--- src/rtl/serial_adder.sv ---
// serial_adder: multi-cycle adder that sums two WIDTH-bit operands plus a
// carry-in, DIGIT bits per clock, through a ripple slice with a registered
// carry. Operands arrive and results leave through valid/ready handshakes.
//
// Optional feature: define SERIAL_ADDER_SUB_EN to add the `sub` input, which
// turns the operation into a - b (carry=1 means no borrow).
//
// Ports:
//   clk, rst          rising-edge clock, asynchronous active-high reset
//   in_valid/in_ready operand handshake (a, b, cin [, sub])
//   a, b              WIDTH-bit operands
//   cin               carry-in (ignored when sub=1)
//   sub               subtract select (only with SERIAL_ADDER_SUB_EN)
//   out_valid/out_ready result handshake
//   sum, carry        result modulo 2^WIDTH and carry-out of bit WIDTH-1
//   busy              high while an operation is in RUN or DONE
module serial_adder #(
  parameter int unsigned WIDTH = 8,
  parameter int unsigned DIGIT = 1
) (
  input  logic             clk,
  input  logic             rst,
  input  logic             in_valid,
  output logic             in_ready,
  input  logic [WIDTH-1:0] a,
  input  logic [WIDTH-1:0] b,
  input  logic             cin,
`ifdef SERIAL_ADDER_SUB_EN
  input  logic             sub,
`endif
  output logic             out_valid,
  input  logic             out_ready,
  output logic [WIDTH-1:0] sum,
  output logic             carry,
  output logic             busy
);

  localparam int unsigned STEPS = WIDTH / DIGIT;
  localparam int unsigned CW    = (STEPS > 1) ? $clog2(STEPS) : 1;
  localparam int unsigned SW    = DIGIT + 1;

  // Elaboration-time parameter checks
  if (WIDTH < 1) begin : g_bad_width
    $error("serial_adder: WIDTH must be >= 1");
  end
  if (DIGIT < 1 || DIGIT > WIDTH || (WIDTH % DIGIT) != 0) begin : g_bad_digit
    $error("serial_adder: DIGIT must divide WIDTH exactly");
  end

  typedef enum logic [1:0] {
    IDLE = 2'd0,
    RUN  = 2'd1,
    DONE = 2'd2
  } state_t;

  state_t          state_q, state_d;
  logic            in_ready_d, out_valid_d, busy_d;

  logic [WIDTH-1:0] a_q, b_q;
  logic             c_q;
  logic [CW-1:0]    cnt_q;

  logic             accept_c;
  logic             last_c;
  logic [SW-1:0]    slice_c;
  logic [WIDTH-1:0] sum_shift_c;
  logic [WIDTH-1:0] b_load_c;
  logic             c_load_c;

  assign accept_c = in_valid && in_ready;
  assign last_c   = (cnt_q == CW'(STEPS - 1));

  // State register plus registered handshake/status outputs
  always_ff @(posedge clk or posedge rst) begin
    if (rst) begin
      state_q   <= IDLE;
      in_ready  <= 1'b1;
      out_valid <= 1'b0;
      busy      <= 1'b0;
    end else begin
      state_q   <= state_d;
      in_ready  <= in_ready_d;
      out_valid <= out_valid_d;
      busy      <= busy_d;
    end
  end

  // Next-state logic
  always_comb begin
    state_d = state_q;
    case (state_q)
      IDLE:    if (accept_c) state_d = RUN;
      RUN:     if (last_c) state_d = DONE;
      DONE:    if (out_valid && out_ready) state_d = IDLE;
      default: state_d = IDLE;
    endcase
  end

  // Output decode, taken from the next state so the outputs register cleanly
  always_comb begin
    in_ready_d  = 1'b0;
    out_valid_d = 1'b0;
    busy_d      = 1'b0;
    case (state_d)
      IDLE:    in_ready_d  = 1'b1;
      RUN:     busy_d      = 1'b1;
      DONE:    begin
        out_valid_d = 1'b1;
        busy_d      = 1'b1;
      end
      default: in_ready_d  = 1'b1;
    endcase
  end

  // Operand conditioning at capture: subtraction is a + ~b + 1
  always_comb begin
    b_load_c = b;
    c_load_c = cin;
`ifdef SERIAL_ADDER_SUB_EN
    if (sub) begin
      b_load_c = ~b;
      c_load_c = 1'b1;
    end
`endif
  end

  // One DIGIT-wide ripple slice; result digits enter sum from the MSB side
  always_comb begin
    slice_c     = SW'(a_q[DIGIT-1:0]) + SW'(b_q[DIGIT-1:0]) + SW'(c_q);
    sum_shift_c = WIDTH'({slice_c[DIGIT-1:0], sum} >> DIGIT);
  end

  // Datapath registers
  always_ff @(posedge clk or posedge rst) begin
    if (rst) begin
      a_q   <= '0;
      b_q   <= '0;
      c_q   <= 1'b0;
      cnt_q <= '0;
      sum   <= '0;
      carry <= 1'b0;
    end else begin
      case (state_q)
        IDLE: begin
          if (accept_c) begin
            a_q   <= a;
            b_q   <= b_load_c;
            c_q   <= c_load_c;
            cnt_q <= '0;
            sum   <= '0;
            carry <= 1'b0;
          end
        end
        RUN: begin
          a_q   <= a_q >> DIGIT;
          b_q   <= b_q >> DIGIT;
          c_q   <= slice_c[DIGIT];
          sum   <= sum_shift_c;
          cnt_q <= cnt_q + CW'(1);
          if (last_c) carry <= slice_c[DIGIT];
        end
        default: ;
      endcase
    end
  end

endmodule

--- config.mk ---
export PLATFORM = sky130hd
export DESIGN_NAME = serial_adder
export DESIGN_NICKNAME = d
export VERILOG_FILES = /design/src/rtl/serial_adder.sv
export SDC_FILE = /design/constraint.sdc
export NUM_CORES = 1
export LEC_CHECK = 0
export BUFFER_PORTS_ARGS = -buffer_cell sky130_fd_sc_hd__clkbuf_2
export CORE_MARGIN = 2
export CORE_UTILIZATION = 30
export CTS_BUF_LIST = sky130_fd_sc_hd__clkbuf_16
export DETAILED_ROUTE_END_ITERATION = 16
export SETUP_SLACK_MARGIN = 0.02
export SLEW_MARGIN = 10
export SYNTH_ARGS = -nofsm -noshare
export SYNTH_HDL_FRONTEND = slang
export SYNTH_SLANG_ARGS = --single-unit
--- constraint.sdc ---
create_clock -name clk -period 1.98 [get_ports clk]
set_input_delay 0.198 -clock clk [delete_from_list [all_inputs] [get_ports clk]]
set_output_delay 0.198 -clock clk [all_outputs]
set_load 0.01 [all_outputs]
* Word level (Yosys, flattened, before mapping) *
Cells that the tools add are included.
Widths: inputs -> output; s select.

cells by class
  add/sub/neg operators = 3
  eq/ne operators = 7
  muxes and demuxes = 20
  reductions and logical operators = 7

operators by type and width
  kind                 count
  $pmux 8 s2           3
  $mux 8               3
  $mux 1               6
  $mux 2               3
  $pmux 2 s3           1
  $pmux 3 s2           1
  $eq 2x1->1 const B   2
  $eq 2x2->1 const B   2
  $ne 2x2->1 const B   2
  $pmux 1 s2           2
  $add 3x1->3 const B  1
  $eq 3x3->1 const B   1
  $mux 3               1
  $reduce_and 3->1     1
  $add 1x1->2          1
  $add 2x1->2          1
  $logic_and 1x1->1    2
  $logic_not 2->1      1
  $reduce_and 2->1     1
  $reduce_bool 2->1    1
  $reduce_or 2->1      1

word-level totals
  register bits = 34
  input bits = 21
  output and inout bits = 12
  logic and storage cells = 47

* Longest topological paths before layout *
Gate-level depths: netlist (run 1).

  depth after elaboration = 6
  mapped depth = 8
  depth with buffers taken out = 6

* Worst setup path after synthesis (run 1) *
No wires, ideal clock.

  path kind = register -> register
  start = register in_ready
  end = register busy
  library setup time = 0.114 ns
  arrival = 1.369 ns
  required time = 1.866 ns
  path slack = 0.497 ns
  stages on the path, launching flop included = 6
  buffers on the path = 0
  period minus slack after synthesis = 1.483 ns
  path through = dfstp_2 -> a21oi_2 -> nor2_2 -> nand2_1 -> ha_1 -> inv_1

between the ends
  longest elaborated chain between the ends = 6
  elaborated cells on any way between the ends = 7
  those cells by class = 2 x eq/ne; 3 x mux; 2 x reduce/logical

RTL lines
  item                                             line  source
  from (decl)                                      24    output logic in_ready,
  from (signal assigned)                           82    in_ready <= in_ready_d;
  $logic_and 1x1->1 (*)                            70    assign accept_c = in_valid && in_ready;
  $mux 2 (*)                                       92    IDLE: if (accept_c) state_d = RUN;
  $pmux 2 s3 (*)                                   91    case (state_q)
  $eq 2x2->1 / $eq 2x1->1 (equally long branches)  104   case (state_d)
  $reduce_or 2->1 (no line) (*)                    -
  $mux 1 (*)                                       104
  named net busy_d                                 57    logic in_ready_d, out_valid_d, busy_d;
  to (signal assigned)                             84    busy <= busy_d;
  to (decl)                                        35    output logic busy

The timed path passes the listed nets; every way through them passes the cells marked *.
A chain may end at the register's enable or synchronous reset.

* Worst setup path in the final report (run 1) *
  start = register in_ready
  end = register cnt_q[0]

between the ends
  longest elaborated chain between the ends = 3

RTL lines
  item                        line  source
  $logic_and 1x1->1           70
  $ne 2x2->1 (no line)        -
  $reduce_and 2->1 (no line)  -
  to (signal assigned)        159   cnt_q <= cnt_q + CW'(1);
  to (decl)                   61    logic [CW-1:0] cnt_q;

Every way passes these cells.

==> reports/metrics.yaml, run 1 <==
final_layout:
  layout-drive-gt1-share_pct: 38.04
  ff_latch_area_um2: 852.1
  layout.cells.most_common_list: "dfrtp_1, clkbuf_2, o21ai_0, a22o_1, mux2i_1"
  syn_to_final_growth_pct: 22.89
  fill_cells: 519
  multi_input_area_um2: 644.4
  antenna_cells: 0
  nets: 187
  layout_commonest_cell: "dfrtp_1"
pwr:
  pwr-share-seq_pct: 35.9
  p_sw_share_pct: 33.65
  pwr-share-clk_pct: 20.7
  internal_power_mw: 2.247
  ir_worst_vdd_mv: 0.5535
  switchingPower_mw: 1.140
  power_frac_comb_pct: 43.4
  leakagePower_nw: 0.9918
  power.density_nw_per_um2: 1739
clock_tree:
  post_cts_buffers: 0
  cts_max_level: 2
  cts-root-buf: "clkbuf_16"
  holdBufCountCts: 0
  cts_sinks: 34
  cts.clk_slew.worst_paths_ns: 0.05
  cts_resized: 0
  cts_buffer_depth: 2
  clkLatencyLatePin_ns: 0.27
  cts-buffers-inserted: 5
  tritoncts: "yes"
timing:
  fin_crit_ns: 1.564
  setup_viol: 0
  fmax_ghz: 0.6393
  finalClockSkew_ns: 0.006334
  finalHoldViolCount: 20
  holdWs_ns: -0.01054
  fin_tns_setup_ns: 0
  worst_pin_slew_ns: 0.4360
  relSlewSlack_pct: 70.87
  rsz0062_at_grt: "no"
  slew_violations: 0
  fin_crit_sh_pct: 79.00
synthesis:
  yosysTopAreaCell: "dfrtp_1"
  yosysTopAreaCellShare_pct: 52.09
  synthCells: 125
  synth_seq_area_share_pct: 53.75
  synth_seq_cells: 34
  synth_cell_types: 23
  synth.area.top_cells: "dfrtp_1, mux2_4, a22o_1, mux2i_1, o21ai_0"
  synth_nets: 150
  netlist_area_um2: 1585
  yosys_warnings: 0
  syn_avg_cell_area_um2: 12.68
worst_setup_path:
  start_kind: "flip-flop"
  r2r_end: "cnt_q[0]"
  arrival_ns: 1.71
  r2r_start: "in_ready"
  end_kind: "flip-flop"
  path_class: "flip-flop to flip-flop"
  critPathMaxFanout: 20
  reg2reg_setup_slack_ns: 0.42
  reg2reg_depth: 3
  cp_data_required_time_ns: 2.13
global_routing:
  grt_util_met3_pct: 2.941
  grt_pass1_vias: 1091
  met2_usage_pct: 18.25
  grtUsageMet1_pct: 14.34
  grt_antenna_before_repair: 0
  grt_pass1_wl_um: 5306
  overflow: 0
  grt.total_usage_pct: 11.40
  grt_busiest_layer: "met2"
  grt_max_degree: 35
run:
  maxCapViolations: 0
drt:
  drt_first_pass_iters: 4
  wl_um: 2948
  ant_nets: 0
  post_drt_via_cell_ratio: 4.579
  drt_iter0_drc: 44
  wl_per_cell_um: 12.65
  num_vias: 1067
  drc: 0
status:
  violations: "negative hold slack"
  status: "complete, but fails checks"
place:
  hpwlAfterDp_um: 2082
  port_buffers: 32
  gp_congestion: 0.8316
die:
  die_y_um: 76.69
  coreArea_um2: 5107
  start_util_pct: 31.04
  core.rowCount: 26
  die_area_um2: 5881
  io_pins: 33
  die_w_um: 76.69
min_path:
  hold_path.class: "primary input to async pin"
[how the worst max path moves through the flow]
stage	endpoint	cells after the start	start	slack, ns
global placement	cnt_q[0]	3	in_ready	0.45
global route	cnt_q[0]	3	in_ready	0.35
detailed placement	cnt_q[0]	3	in_ready	0.42
floorplan	busy	5	in_ready	0.50
CTS	cnt_q[0]	3	in_ready	0.41
finish	cnt_q[0]	3	in_ready	0.42
[layer usage]
layer	wire length, µm	vias to the layer above
met3	98	2
li1	-	519
met1	1339	522
met4	26	0
met5	0	-
met2	1483	24
[critical path: stages, from the launching register on]
cell	delay (ns)
dfstp_2	0.56
a21oi_2	0.11
or2_2	0.45
mux2_2	0.32
[registers in the layout, indices dropped and copies added, names as in the netlist]
signal / cells
a_q: 8
b_q: 8
busy: 1
c_q: 1
carry: 1
cnt_q: 3
in_ready: 1
out_valid: 1
state_q: 2
sum: 8
[cells in the mapped netlist (all sizes together)]
cell and count:
a21oi 5, nor2b 1, ha 3, mux2i 9, mux2 14, and4b 3
dfrtp 33, or2 1, buf 7, clkbuf 1, dfstp 1, fa 1
a22o 11, inv 6, a22oi 1, nor2 2, o21ai 18, nand2 8
[metrics by stage]
stage / area (µm²) / util, % / total power, mW / instances / setup slack (ns)
floorplan: 1585 / - / 2.403 / 125 / 0.4967
global placement: 1812 / 35.47 / 2.706 / 225 / 0.4503
detailed placement: 1812 / 35.47 / 2.728 / 225 / 0.4190
CTS: 1948 / 38.14 / 3.444 / 233 / 0.4070
global route: 1948 / 38.14 / 3.671 / 233 / 0.3461
finish: 1948 / 38.14 / 3.387 / 233 / 0.4158
[power by group through the flow]
stage | clock, mW | combinational (mW) | sequential, mW
after floorplan | 0 | 1.18 | 1.22
after global placement | 0 | 1.48 | 1.23
after detailed placement | 0 | 1.50 | 1.23
after CTS | 0.718 | 1.50 | 1.22
after global routing | 0.749 | 1.66 | 1.26
final | 0.701 | 1.47 | 1.21
[area by class of cell]
| type | count | area share (%) |
|---|---|---|
| clock buffers | 5 | 6.423 |
| clock inverters | 3 | 0.5780 |
| inverters | 6 | 1.156 |
| multi-input cells | 77 | 33.08 |
| flip-flops and latches | 34 | 43.74 |
| well taps | 70 | 4.496 |
| repair buffers | 38 | 10.53 |
[cells by family after synthesis]
logic type               synth area share (%)
multiplexers                            17.29
AND/OR/NAND/NOR                         5.683
adder cells (fa/ha/maj)                 3.631
buffers and inverters                   5.603
AO/OA/AOI/OAI                           14.05
flip-flops                              53.75
Note: power is estimated with default switching activity, not from simulation.
==> run 2, diff against run 1 <==
==> constraint.sdc (replaced) <==
create_clock -name clk -period 1.3 [get_ports clk]
set_input_delay 0.13 -clock clk [delete_from_list [all_inputs] [get_ports clk]]
set_output_delay 0.13 -clock clk [all_outputs]
set_load 0.01 [all_outputs]
==> reports/metrics.yaml, run 2 (synthesis results as in run 1) <==
status:
  status: "complete, but fails checks"
  violations: "negative setup slack"
pwr:
  leakagePower_nw: 1.086  # +9.5%
  internal_power_mw: 3.970  # +77%
  ir_worst_vdd_mv: 0.9829  # +78%
  p_sw_share_pct: 33.83  # +0.18 points
  power.density_nw_per_um2: 2767  # +59%
  pwr-share-seq_pct: 31.1  # -4.8 points
  pwr-share-clk_pct: 17.6  # -3.1 points
  power_frac_comb_pct: 51.3  # +7.9 points
  switchingPower_mw: 2.030  # +78%
clock_tree:
  cts_max_level: 2  # unchanged
  clkLatencyLatePin_ns: 0.27  # about the same
  tritoncts: "yes"
  cts.clk_slew.worst_paths_ns: 0.05  # about the same
  cts_sinks: 34  # unchanged
  cts-root-buf: "clkbuf_16"
  cts_buffer_depth: 2  # unchanged
  cts-buffers-inserted: 5  # unchanged
place:
  port_buffers: 32  # unchanged
  place_ws_ns: -0.1070  # -0.5259 ns
  hpwlAfterDp_um: 2141  # +2.8%
  placed_cells: 233  # +3.6%
  gp_congestion: 0.7355  # -12%
timing:
  fin_crit_sh_pct: 104.8  # +26 points
  setup_ws_ns: -0.06297  # -0.4788 ns
  relSlewSlack_pct: 72.22  # +1.4 points
  fmax_ghz: 0.7337  # +15%
  rsz0062_at_grt: "yes"
  finalClockSkew_ns: 0.003903  # -0.002432 ns
  fin_crit_ns: 1.363  # -0.2012 ns
  slew_violations: 0  # unchanged
  worst_pin_slew_ns: 0.4167  # -0.01933 ns
  setup_viol: 8  # +8
  finalHoldViolCount: 0  # -100%
worst_setup_path:
  cp_data_required_time_ns: 1.45  # -0.68 ns
  path_class: "flip-flop to flip-flop"
  path_buf_inv: 1  # +1
  end_kind: "flip-flop"
  cp_top_family: "multiplexers"
  cp_cell_sequence: "nor2b_4 > buf_12 > mux2_4 > mux2_4"
  arrival_ns: 1.52  # -0.19 ns
  critical_path.max_stage_delay_ns: 0.40  # -0.16 ns
  start_kind: "flip-flop"
  cpMostUsedCell: "mux2_4"
  cp_slowest_cell: "dfrtp_1"
  critPathMaxFanout: 8  # -60%
global_routing:
  grt_antenna_before_repair: 0  # unchanged
  grt.total_usage_pct: 12.13  # +0.73 points
  overflow: 0  # unchanged
  grt_pass1_vias: 1130  # +3.6%
  grt_pass1_wl_um: 5554  # +4.7%
  grt_max_degree: 35  # unchanged
final_layout:
  final_util_pct: 42.45  # +4.3 points
  ff_latch_area_um2: 852.1  # unchanged
  syn_to_final_growth_pct: 36.78
  multi_input_area_um2: 743.2  # +15%
  layout.cells.most_common_list: "dfrtp_1, clkbuf_2, buf_4, a22o_1, mux2_4"
  largest_registers: "a_q: 8 flops, b_q: 8 flops, sum: 8 flops"
  nets: 202  # +8.0%
  fill_cells: 514  # -0.96%
  antenna_cells: 0  # unchanged
  layout-drive-gt1-share_pct: 48.30  # +10 points
  stdcell_count: 246  # +5.6%
  layout_commonest_cell: "dfrtp_1"
die:
  die_w_um: 76.69  # unchanged
  core.rowCount: 26  # unchanged
  start_util_pct: 31.04  # unchanged
  coreArea_um2: 5107  # unchanged
  die_area_um2: 5881  # unchanged
  die_y_um: 76.69  # unchanged
  io_pins: 33  # unchanged
min_path:
  hold_path.class: "primary input to flip-flop"
drt:
  ant_nets: 0  # unchanged
  wl_um: 3312  # +12%
  num_vias: 1128  # +5.7%
  drt_first_pass_iters: 2  # -2
  post_drt_via_cell_ratio: 4.585  # +0.13%
  wl_per_cell_um: 13.46  # +6.4%
  drc: 0  # unchanged
  drt_iter0_drc: 23  # -48%
run:
  maxCapViolations: 0  # unchanged
-- run 2: through the flow --
stage                     TNS, ns  hold WS, ns  total power, mW  instance area (µm²)
after global placement    -0.4270       0.2304            4.516                 1923
after floorplan            -1.387       0.2709            3.813                 1622
final                     -0.3515       0.1303            6.001                 2168
after CTS                 -0.3777       0.1481            5.874                 2120
after detailed placement  -0.6134       0.2291            4.572                 1923
after global routing      -0.9318       0.1461            6.431                 2168
-- run 2: power by group through the flow --
stage	clock, mW	combinational (mW)	sequential (mW)
5_1_grt	1.13	3.38	1.93
6_report	1.06	3.08	1.86
4_1_cts	1.08	2.94	1.85
3_5_place_dp	0	2.72	1.85
3_3_place_gp	0	2.67	1.84
2_1_floorplan	0	1.94	1.87
-- run 2: path summary, 6_finish.rpt --
kind	end	slack (ns)	cells past startpoint	from
min reg2reg	a_q[2]	0.49	2	a_q[2]
min	a_q[6]	0.13	3	a[6]
max	b_q[2]	-0.06	4	state_q[1]
min in group asynchronous	sum[2]	0.48	4	rst
max in group asynchronous	in_ready	0.48	4	rst
max reg2reg	b_q[2]	-0.06	4	state_q[1]
-- run 2: worst register-to-register path: stages, from the launching register on --
cell and delay (ns):
dfrtp_1 0.40, nor2b_4 0.15, buf_12 0.15, mux2_4 0.30, mux2_4 0.26
-- run 2: what timing repair did --
action / CTS / global route
resized for setup: 9 / 16
pin swaps: 3 / 3
endpoints found under the hold margin: 33 / 0
setup endpoints to repair: 20 / 23
buffers inserted: 2 / 2
cloned: 2 / 0
hold buffers: 1 / 0
-- run 2: cell type report --
| cell class | instances | share of cell area (%) |
|---|---|---|
| well taps | 70 | 4.039 |
| repair buffers | 51 | 15.41 |
| flip-flops and latches | 34 | 39.30 |
| inverters | 6 | 1.039 |
| clock buffers | 5 | 5.770 |
| multi-input cells | 79 | 34.28 |
| clock inverters | 1 | 0.1731 |
-- run 2: metal layers --
metal / global-route usage, % / part of all wire, % / vias to the layer above
li1: - / - / 552
met1: 16.90 / 50 / 544
met2: 17.46 / 44 / 26
met3: 3.765 / 4.5 / 6
met4: 4.909 / 1.4 / 0
met5: 0 / 0 / -
==> run 3, diff against run 2 <==
--- a/config.mk
+++ b/config.mk
@@ -5,12 +5,12 @@
 export SDC_FILE = /design/constraint.sdc
 export NUM_CORES = 1
 export LEC_CHECK = 0
+export ABC_AREA = 1
 export BUFFER_PORTS_ARGS = -buffer_cell sky130_fd_sc_hd__clkbuf_2
 export CORE_MARGIN = 2
 export CORE_UTILIZATION = 30
 export CTS_BUF_LIST = sky130_fd_sc_hd__clkbuf_16
 export DETAILED_ROUTE_END_ITERATION = 16
-export SETUP_SLACK_MARGIN = 0.02
 export SLEW_MARGIN = 10
 export SYNTH_ARGS = -nofsm -noshare
 export SYNTH_HDL_FRONTEND = slang
==> reports/metrics.yaml, run 3 <==
drt:
  num_vias: 1296  # +15%
  met1Wirelength_um: 1558  # -5.6%
  wl_met3_um: 109  # -27%
  wl_um: 3314  # about the same
  drc: 0  # unchanged
  ant_nets: 0  # unchanged
  drt_iter0_drc: 56  # +140%
  top_layer: "met4"
  drt_first_pass_iters: 4  # +2
  dr_wl_met2_um: 1582  # +8.3%
  post_drt_via_cell_ratio: 4.075  # -11%
  wl_per_cell_um: 10.42  # -23%
synthesis:
  synth_cell_types: 22  # -4.3%
  synth.area.top_cells: "dfrtp_1, nand2_1, nand2_2, buf_12, ha_1"
  yosysTopAreaCell: "dfrtp_1"
  synth.most_common_cell: "nand2_1"
  synth_common_cells: "nand2_1, dfrtp_1, nand2_2"
  ys.flop_type: "dfrtp_1"
  yosysTopAreaCellShare_pct: 49.62  # -2.5 points
  synthCells: 198  # +58%
  yosys_warnings: 0  # unchanged
  synth_seq_cells: 34  # unchanged
  ys_async_sr_fraction_pct: 100.0  # unchanged
  synth_seq_area_share_pct: 51.20  # -2.5 points
  netlist_area_um2: 1664  # +5.0%
  synth_nets: 223  # +49%
  syn_avg_cell_area_um2: 8.405  # -34%
  synth_edf_count: 0  # unchanged
pwr:
  leakagePower_nw: 1.205  # +11%
  pwr-share-clk_pct: 19.2  # +1.6 points
  internal_power_mw: 3.361  # -15%
  switchingPower_mw: 2.287  # +13%
  p_sw_share_pct: 40.50  # +6.7 points
  power_frac_comb_pct: 47.9  # -3.4 points
  pwr-share-seq_pct: 32.9  # +1.8 points
  ir_worst_vdd_mv: 0.9215  # -6.2%
  power.density_nw_per_um2: 2620  # -5.3%
timing:
  fin_crit_sh_pct: 99.34  # -5.5 points
  fin_crit_ns: 1.291  # -0.07157 ns
  worst_pin_slew_ns: 0.4446  # +0.02787 ns
  finalClockSkew_ns: 0.004281  # +0.0003786 ns
  setup_viol: 0  # -8
  finalHoldViolCount: 0  # unchanged
  rsz0062_at_grt: "yes"
  setup_ws_ns: 0.008597  # +0.07157 ns
  fin_tns_setup_ns: 0  # +0.3515 ns
  relSlewSlack_pct: 70.36  # -1.9 points
  fmax_ghz: 0.7744  # +5.5%
  slew_violations: 0  # unchanged
run:
  maxCapViolations: 0  # unchanged
final_layout:
  layout_commonest_cell: "nand2_1"
  stdcell_count: 318  # +29%
  syn_to_final_growth_pct: 29.55
  largest_registers: "a_q: 8 flops, b_q: 8 flops, sum: 8 flops"
  finalInstanceArea_um2: 2156  # -0.58%
  antenna_cells: 0  # unchanged
  layout-drive-gt1-share_pct: 34.96  # -13 points
  layout.cells.most_common_list: "nand2_1, dfrtp_1, clkbuf_2, nand2_2, buf_4"
  nets: 270  # +34%
  fill_cells: 562  # +9.3%
place:
  gp_congestion: 0.8384  # +14%
  placed_cells: 304  # +30%
  postPlaceCellArea_um2: 1938  # +0.78%
  port_buffers: 32  # unchanged
  place_ws_ns: -0.02059  # +0.08639 ns
  hpwlAfterDp_um: 2225  # +4.0%
worst_setup_path:
  end_kind: "flip-flop"
  path_class: "flip-flop to flip-flop"
  cp_slowest_cell: "dfrtp_1"
  cp_data_required_time_ns: 1.47  # +0.02 ns
  start_kind: "flip-flop"
  critical_path.max_stage_delay_ns: 0.38  # -0.02 ns
  path_buf_inv: 2  # +1
  crit_path_start: "cnt_q[0]"
  cp_top_family: "adder cells"
  cp_cell_sequence: "ha_2 > ha_4 > inv_4 > o21ai_2 > ha_1 > inv_1"
  critPathMaxFanout: 3  # -5
  r2r_start: "cnt_q[0]"
  arrival_ns: 1.46  # -0.06 ns
die:
  die_y_um: 78.48  # +2.3%
  die_w_um: 78.48  # +2.3%
  core.rowCount: 27  # +3.8%
  io_pins: 33  # unchanged
  coreArea_um2: 5439  # +6.5%
  start_util_pct: 30.60  # -0.44 points
  die_area_um2: 6159  # +4.7%
global_routing:
  overflow: 0  # unchanged
  grt_max_degree: 35  # unchanged
  grt.total_usage_pct: 12.24  # +0.10 points
  grt_pass1_vias: 1288  # +14%
  grt_antenna_before_repair: 0  # unchanged
  grt_pass1_wl_um: 5782  # +4.1%
clock_tree:
  cts_max_level: 2  # unchanged
  cts_sinks: 34  # unchanged
  tritoncts: "yes"
  clkLatencyLatePin_ns: 0.27  # about the same
  cts_buffer_depth: 2  # unchanged
  cts.clk_slew.worst_paths_ns: 0.05  # about the same
  cts-root-buf: "clkbuf_16"
  cts-buffers-inserted: 5  # unchanged
min_path:
  hold_path.class: "primary input to flip-flop"
  worstHoldStart: "a[7]"
status:
  status: "finished clean"
## run 3: metrics by stage
step                hold slack, ns  utilization [%]  power, mW
global placement            0.2421            35.63      4.368
floorplan                   0.2466                -      3.860
global route               0.09665            39.64      6.200
detailed placement          0.2415            35.63      4.399
CTS                        0.07620            38.88      5.610
finish                     0.08006            39.64      5.648
## run 3: cells by family (layout without fill, tap and decap cells)
kind of cell | count (synthesis) | in the layout | share of synthesized area, %
AOI/OAI and AO/OA | 4 | 4 | 1.203
adders and majority gates | 4 | 4 | 3.459
buffers and inverters | 17 | 65 | 7.444
DFF | 34 | 34 | 51.20
and+or+nand+nor | 139 | 139 | 36.69
## run 3: final timing paths
kind / depth (start not counted) / slack (ns) / endpoint
max in group asynchronous: 4 / 0.47 / in_ready
min in group asynchronous: 4 / 0.48 / sum[3]
min reg2reg: 2 / 0.47 / a_q[7]
max reg2reg: 6 / 0.009 / busy
min: 3 / 0.08 / a_q[7]
max: 6 / 0.009 / busy
## run 3: routing by layer
layer	track usage [%]	vias to the layer above
met5	0	-
met4	6.316	0
met3	3.103	6
met2	19.05	21
met1	15.68	578
li1	-	691
## run 3: power by group through the flow
stage	Sequential (mW)	Combinational [mW]	Clock [mW]
floorplan	1.92	1.94	0
global placement	1.87	2.50	0
detailed placement	1.87	2.53	0
CTS	1.86	2.63	1.12
global route	1.92	3.11	1.17
finish	1.86	2.71	1.08
## run 3: repair_timing
action                                  in CTS  in global routing
pin swaps                                    2                  3
endpoints found under the setup margin       2                 27
gates resized for setup                      4                  6
hold buffers                                 1                  0
buffers inserted                             2                  3
hold endpoints to repair                    33                  0
## run 3: layout make-up
| cell class | count | area (µm²) | share of cell area [%] |
|---|---|---|---|
| Timing Repair Buffer | 46 | 287.8 | 13.35 |
| Tap cell | 72 | 90.09 | 4.179 |
| Multi-Input combinational cell | 147 | 729.5 | 33.84 |
| Clock inverter | 3 | 11.26 | 0.5223 |
| Sequential cell | 34 | 852.1 | 39.52 |
| Inverter | 11 | 60.06 | 2.786 |
| Clock buffer | 5 | 125.1 | 5.804 |
## run 3: worst reg2reg max path: cells and delay by family, from the launching register on
family | cells | cell delay (ns)
adders and majority gates | 3 | 0.65
DFF | 1 | 0.38
buffers and inverters | 2 | 0.10
AOI/OAI and AO/OA | 1 | 0.06
